`config.mk`:
```
export PLATFORM = sky130hd
export DESIGN_NAME = vga_timing_gen
export DESIGN_NICKNAME = d
export VERILOG_FILES = /design/src/rtl/vga_timing_gen.sv
export SDC_FILE = /design/constraint.sdc
export NUM_CORES = 1
export LEC_CHECK = 0
export ABC_CLOCK_PERIOD_IN_PS = 2029
export CAP_MARGIN = 15
export CORE_ASPECT_RATIO = 2
export CORE_MARGIN = 8
export CORE_UTILIZATION = 25
export CTS_BUF_LIST = sky130_fd_sc_hd__clkbuf_4
export CTS_CLUSTER_SIZE = 14
export DETAILED_ROUTE_END_ITERATION = 12
export DONT_BUFFER_PORTS = 1
export GPL_TIMING_DRIVEN = 1
export SYNTH_ARGS = -nofsm -noshare
export SYNTH_HDL_FRONTEND = slang
export SYNTH_SLANG_ARGS = --single-unit
```
`constraint.sdc`:
```
create_clock -name vga_clk -period 2.03 [get_ports vga_clk]
set_input_delay 0.203 -clock vga_clk [delete_from_list [all_inputs] [get_ports vga_clk]]
set_output_delay 0.203 -clock vga_clk [all_outputs]
set_load 0.02 [all_outputs]
```
`src/rtl/vga_timing_gen.sv`:
```
// VGA raster generator: free-running pixel/line counters with registered sync, blank and vblank decode.
// All decode works on the next counter values, so every output changes on the same edge as DrawX/DrawY.
module vga_timing_gen #(
    parameter int H_VISIBLE = 640,
    parameter int H_FP      = 16,
    parameter int H_SYNC    = 96,
    parameter int H_BP      = 48,
    parameter int V_VISIBLE = 480,
    parameter int V_FP      = 10,
    parameter int V_SYNC    = 2,
    parameter int V_BP      = 33
) (
    input  logic       vga_clk,
    input  logic       reset_n,
    output logic [9:0] DrawX,
    output logic [9:0] DrawY,
    output logic       blank,
    output logic       hs,
    output logic       vs,
    output logic       vblank_start
);

    localparam int H_TOTAL = H_VISIBLE + H_FP + H_SYNC + H_BP;
    localparam int V_TOTAL = V_VISIBLE + V_FP + V_SYNC + V_BP;

    generate
        if (H_TOTAL > 1024 || V_TOTAL > 1024) begin : g_sizeCheck
            $error("vga_timing_gen: H_TOTAL/V_TOTAL exceed the 10-bit coordinate range");
        end
    endgenerate

    localparam logic [9:0] H_LAST   = 10'(H_TOTAL - 1);
    localparam logic [9:0] V_LAST   = 10'(V_TOTAL - 1);
    localparam logic [9:0] H_VIS    = 10'(H_VISIBLE);
    localparam logic [9:0] V_VIS    = 10'(V_VISIBLE);
    localparam logic [9:0] HS_START = 10'(H_VISIBLE + H_FP);
    localparam logic [9:0] HS_END   = 10'(H_VISIBLE + H_FP + H_SYNC);
    localparam logic [9:0] VS_START = 10'(V_VISIBLE + V_FP);
    localparam logic [9:0] VS_END   = 10'(V_VISIBLE + V_FP + V_SYNC);

    logic [9:0] r_drawX;
    logic [9:0] r_drawY;
    logic       r_blank;
    logic       r_hs;
    logic       r_vs;
    logic       r_vblankStart;

    logic [9:0] w_nextX;
    logic [9:0] w_nextY;
    logic       w_blank;
    logic       w_hs;
    logic       w_vs;
    logic       w_vblankStart;

    // DrawY only moves on the DrawX wrap.
    always_comb begin
        w_nextX = r_drawX + 10'd1;
        w_nextY = r_drawY;
        if (r_drawX == H_LAST) begin
            w_nextX = '0;
            if (r_drawY == V_LAST) begin
                w_nextY = '0;
            end else begin
                w_nextY = r_drawY + 10'd1;
            end
        end
    end

    always_comb begin
        w_blank       = (w_nextX < H_VIS) && (w_nextY < V_VIS);
        w_hs          = !((w_nextX >= HS_START) && (w_nextX < HS_END));
        w_vs          = !((w_nextY >= VS_START) && (w_nextY < VS_END));
        w_vblankStart = (w_nextX == 10'd0) && (w_nextY == V_VIS);
    end

    // Reset drops sync pulses immediately; no partial pulse survives.
    always_ff @(posedge vga_clk or negedge reset_n) begin
        if (!reset_n) begin
            r_drawX       <= '0;
            r_drawY       <= '0;
            r_blank       <= 1'b1;
            r_hs          <= 1'b1;
            r_vs          <= 1'b1;
            r_vblankStart <= 1'b0;
        end else begin
            r_drawX       <= w_nextX;
            r_drawY       <= w_nextY;
            r_blank       <= w_blank;
            r_hs          <= w_hs;
            r_vs          <= w_vs;
            r_vblankStart <= w_vblankStart;
        end
    end

    assign DrawX        = r_drawX;
    assign DrawY        = r_drawY;
    assign blank        = r_blank;
    assign hs           = r_hs;
    assign vs           = r_vs;
    assign vblank_start = r_vblankStart;

endmodule

```
# [Word-level counts from Yosys, hierarchy flattened]
# Cells that the tools add are included.
[word_totals] register_bits=24 input_bits=2 output_inout_bits=24 elab_cells=27
[classes] add_sub_neg=2 order_cmp=6 n_eq_ne=3 muxes=3 reduce_logical=7
[ops] op="2-to-1 mux 10 bit" count=3
[ops] op="adder 10 x 1 -> 10 bit, second input constant" count=2
[ops] op="equality test 10 bit, second input constant" count=2
[ops] op="less-than comparator 10 bit, second input constant" count=2
[ops] op="less-than comparator 10 x 9 -> 1 bit, second input constant" count=2
[ops] op="equality test 10 x 9 -> 1 bit, second input constant" count=1
[ops] op=">= comparator 10 bit, second input constant" count=1
[ops] op=">= comparator 10 x 9 -> 1 bit, second input constant" count=1
[ops] op="logical NOT 10 bit" count=1
[ops] op="logical AND 1 bit" count=4
[ops] op="logical NOT 1 bit" count=2

# [Longest topological paths before layout]
[depth] word_depth=6 mapped_depth=9 ltp_nobuf=8

# [Worst setup path before layout]
# Ideal clock, no wire load.
[synth_timing] path_type="register to register" from="reg r_drawX[0], in the netlist DrawX[0]" to="reg r_vblankStart, in the netlist vblank_start" arrival_ns=2.075 t_required_ns=1.962 setup_slack_ns=-0.113 path_stages_with_launch=10 path_buffers=2 path_cell_list="dfrtp_1 -> ha_1 -> and4_1 -> buf_6 -> and3_4 -> buf_12 -> o21ai_2 -> a221oi_1 -> and4_1 -> and4bb_1"
[synth_via] elab_chain_cells=4
[synth_lines] element="from (decl)" line="41" rtl="logic [9:0] r_drawX;"
[synth_lines] element="from (signal assigned)" line="86" rtl="r_drawX <= w_nextX;"
[synth_lines] element="adder 10 x 1 -> 10 bit or equality test 10 bit (tied branches)" line="57, 59"
[synth_lines] element="2-to-1 mux 10 bit" line="59" rtl="if (r_drawX == H_LAST) begin"
[synth_lines] element="logical NOT 10 bit or equality test 10 x 9 -> 1 bit (tied branches)" line="73" rtl="w_vblankStart = (w_nextX == 10'd0) && (w_nextY == V_VIS);"
[synth_lines] element="logical AND 1 bit (*)" line="73"
[synth_lines] element="via w_vblankStart" line="53" rtl="logic w_vblankStart;"
[synth_lines] element="to (signal assigned)" line="91" rtl="r_vblankStart <= w_vblankStart;"
[synth_lines] element="to (decl)" line="46" rtl="logic r_vblankStart;"
# The timed path passes the listed nets; every way through them passes the cells marked *.

# [Final worst setup path]
[layout_timing] from="reg r_drawY[1], in the netlist DrawY[1]" to="reg r_vblankStart, in the netlist vblank_start"
[layout_via] elab_chain_cells=5
[layout_lines] element="from (decl)" line="42" rtl="logic [9:0] r_drawY;"
[layout_lines] element="from (signal assigned)" line="87" rtl="r_drawY <= w_nextY;"
[layout_lines] element="adder 10 x 1 -> 10 bit or equality test 10 bit (tied branches)" line="64, 61"
[layout_lines] element="2-to-1 mux 10 bit" line="61" rtl="if (r_drawY == V_LAST) begin"
[layout_lines] element="2-to-1 mux 10 bit (*)" line="59"
[layout_lines] element="equality test 10 x 9 -> 1 bit (*)" line="73"
[layout_lines] element="logical AND 1 bit (*)" line="73"
[layout_lines] element="via w_vblankStart" line="53"
# Marked as above.

==> results_dict.tcl <==
set metrics [dict create \
    ys_types 44 \
    async_reset_ff_frac 1.00 \
    grt_max_degree 25 \
    cts.path.max_buffers 2 \
    cp.arrival_ns 2.27 \
    status "completed" \
    required_ns 2.32 \
    vdd_ir_drop_max_v 0.000390 \
    die_h_um 125 \
    whs_ns 0.279 \
    rsz0062_at_grt "yes" \
    grt_usage 0.0987 \
    ys_ff_latch 24 \
    drc 0 \
    cts_tree "built" \
    clkSinkCount 24 \
    path_class "register to register" \
    final_area_sq_um 1930 \
    drtIter0Drc 37 \
    worst_pin_slew_ns 0.503 \
    clkTransAtPathRegs_ns 0.16 \
    fin_crit_sh 0.977 \
    htreeDepth 1 \
    io_pins 26 \
    dp_slack_ns -0.0587 \
    syn-num-nets 158 \
    ys_seq_area_frac 0.408 \
    maxCapViolations 0 \
    clkLatencyLatePin_ns 0.33 \
    cp-end-kind "register" \
    stdcell_count 250 \
    num_rows 39 \
    dp_cells 239 \
    firstDrtPassIters 4 \
    syn_avg_cell_area_sq_um 9.68 \
    overflow 0 \
    first_global_vias 1413 \
    skew_ns 0.0125 \
    grt_pass1_wl_um 6870 \
    fp.dieArea_sq_um 8790 \
    hold_viol_final 0 \
    post-dp-hpwl_um 3470 \
    ant_nets 0 \
    slew_viol_final 0 \
    setup_slack_ns 0.0463 \
    synthFlopType "dfrtp_1" \
    synth_edf_count 0 \
    coreArea_sq_um 5710 \
    drive_above_1_share 0.383 \
    dpl_cell_area_sq_um 1760 \
    slew_headroom 0.661 \
    yosysWarningCount 0 \
    power.density_nw_per_um2 447 \
    wirelength_um 4370 \
    numCtsBuffers 3 \
    nets 194 \
    fmax_ghz 0.504 \
    start_util 0.259 \
    die_w_um 70.4 \
    vias 1326 \
    hold_path.class "primary input to asynchronous set/reset pin" \
    worstPathMaxFanout 4 \
    setup_viol 0 \
    via_per_inst 5.30 \
    drt-wirelength-per-cell_um 17.5 \
    portBuffers 0 \
    gp_congestion 0.894 \
    netlist_area_sq_um 1480 \
    syn_to_final_growth_pct 30.1 \
    startpoint_type "register" \
    cts_root_buf "clkbuf_4" \
    p_leak_nw 0.830 \
    synth_cells 153 \
    antenna_found_initial 1 \
    fin_crit_ns 1.98 \
]
## repair_timing
| action | CTS | global route |
|---|---|---|
| hold buffers | 2 | 0 |
| endpoints found under the setup margin | 2 | 3 |
| pin swaps | 1 | 6 |
| endpoints found under the hold margin | 24 | 0 |
| resized for setup | 3 | 13 |
| buffers inserted | 2 | 2 |
## path summary, 6_finish.rpt
| check | startpoint | endpoint | slack [ns] | depth (start not counted) |
|---|---|---|---|---|
| worst max register to register | DrawY[1]$_DFF_PN0_ | vblank_start$_DFF_PN0_ | 0.05 | 8 |
| worst min-delay path | reset_n | DrawX[0]$_DFF_PN0_ | 0.28 | 2 |
| max in group asynchronous | reset_n | hs$_DFF_PN1_ | 1.51 | 2 |
| worst max-delay path | DrawY[1]$_DFF_PN0_ | vblank_start$_DFF_PN0_ | 0.05 | 8 |
| worst min register to register | DrawX[1]$_DFF_PN0_ | DrawX[1]$_DFF_PN0_ | 0.54 | 1 |
| min in group vga_clk | DrawX[1]$_DFF_PN0_ | DrawX[1]$_DFF_PN0_ | 0.54 | 1 |
## where the power goes
group / total (mW) / internal, mW / switching (mW)
clock network: 0.367 / 0.200 / 0.168
logic: 0.0153 / 0.00521 / 0.0101
registers: 0.479 / 0.479 / 0
## flip-flops by register name, indices dropped and copies added (netlist names)
register      cells
DrawX            10
DrawY            10
blank             1
hs                1
vblank_start      1
vs                1
## stage by stage
| stage | total power, mW | utilization | setup TNS (ns) |
|---|---|---|---|
| CTS | 0.862 | 0.325 | 0 |
| finish | 0.861 | 0.337 | 0 |
| global placement | 0.487 | 0.307 | -0.0338 |
| floorplan | 0.487 | - | 0 |
| global route | 0.885 | 0.337 | -0.0301 |
| detailed placement | 0.487 | 0.307 | -0.0672 |
## layout by cell type (no fill, tap or decap), types with 2 or more instances in the layout
| cell | synthesis | layout |
|---|---|---|
| xnor2_1 | 9 | 8 |
| nor2_1 | 8 | 8 |
| nor3_2 | 0 | 2 |
| dfstp_2 | 3 | 3 |
| and3_4 | 1 | 2 |
| dfrtp_1 | 21 | 18 |
| a221oi_2 | 0 | 2 |
| ha_4 | 0 | 2 |
| nand2_1 | 14 | 14 |
| nand3_1 | 13 | 13 |
| clkbuf_4 | 0 | 3 |
| nand2b_1 | 2 | 2 |
| a311oi_1 | 2 | 2 |
| o21ai_0 | 13 | 12 |
| and3_1 | 4 | 3 |
| dfrtp_2 | 0 | 3 |
| a21boi_0 | 2 | 2 |
| nor3_1 | 6 | 4 |
| inv_1 | 4 | 2 |
| o31ai_1 | 3 | 3 |
| nand4_1 | 5 | 5 |
| xor2_1 | 6 | 6 |
| inv_2 | 0 | 2 |
| and4_1 | 4 | 2 |
| o21ai_2 | 2 | 3 |
| buf_4 | 3 | 38 |
## area by class of cell
cell class | count | area [sq um]
sequential | 24 | 608
inverter | 4 | 15.0
multi-input combinational | 116 | 857
tap | 61 | 76.3
antenna | 1 | 2.50
timing repair buffer | 40 | 315
clock inverter | 1 | 30.0
fill | 605 | 3780
clock buffer | 3 | 22.5
## cells in the mapped netlist, drive strengths merged (2+ instances only)
cell type / instances / area share
a21boi: 2 / 0.010
a221oi: 2 / 0.012
a311oi: 2 / 0.012
and3: 6 / 0.030
and4: 4 / 0.024
and4bb: 2 / 0.017
buf: 7 / 0.043
clkbuf: 2 / 0.0059
dfrtp: 21 / 0.35
dfstp: 3 / 0.053
ha: 3 / 0.025
inv: 4 / 0.010
nand2: 15 / 0.043
nand2b: 2 / 0.0084
nand3: 13 / 0.044
nand4: 5 / 0.021
nor2: 9 / 0.034
nor3: 6 / 0.020
o21ai: 15 / 0.056
o31ai: 4 / 0.030
xnor2: 9 / 0.053
xor2: 6 / 0.035
## routing by layer
| layer | track usage | vias up | share of wire |
|---|---|---|---|
| met3 | 0.0167 | 17 | 0.039 |
| li1 | - | 626 | - |
| met5 | 0 | - | 0 |
| met2 | 0.189 | 32 | 0.58 |
| met1 | 0.0861 | 651 | 0.32 |
| met4 | 0.0714 | 0 | 0.054 |
## critical path: stages, from the launching register on
cell      delay (ns)
dfrtp_2         0.46
inv_2           0.08
ha_4            0.12
and4bb_2        0.26
nand4_1         0.17
a311oi_1        0.33
a21o_2          0.13
and4_1          0.21
and4bb_1        0.19
## kinds of logic after synthesis
group                    share of synthesized area
AND/OR/NAND/NOR                              0.262
XOR/XNOR                                    0.0887
adder cells (fa/ha/maj)                     0.0253
multiplexers                               0.00676
flip-flops                                   0.408
AO/OA/AOI/OAI                                0.150
buffers and inverters                       0.0591
Note: power is estimated with default switching activity, not from simulation.
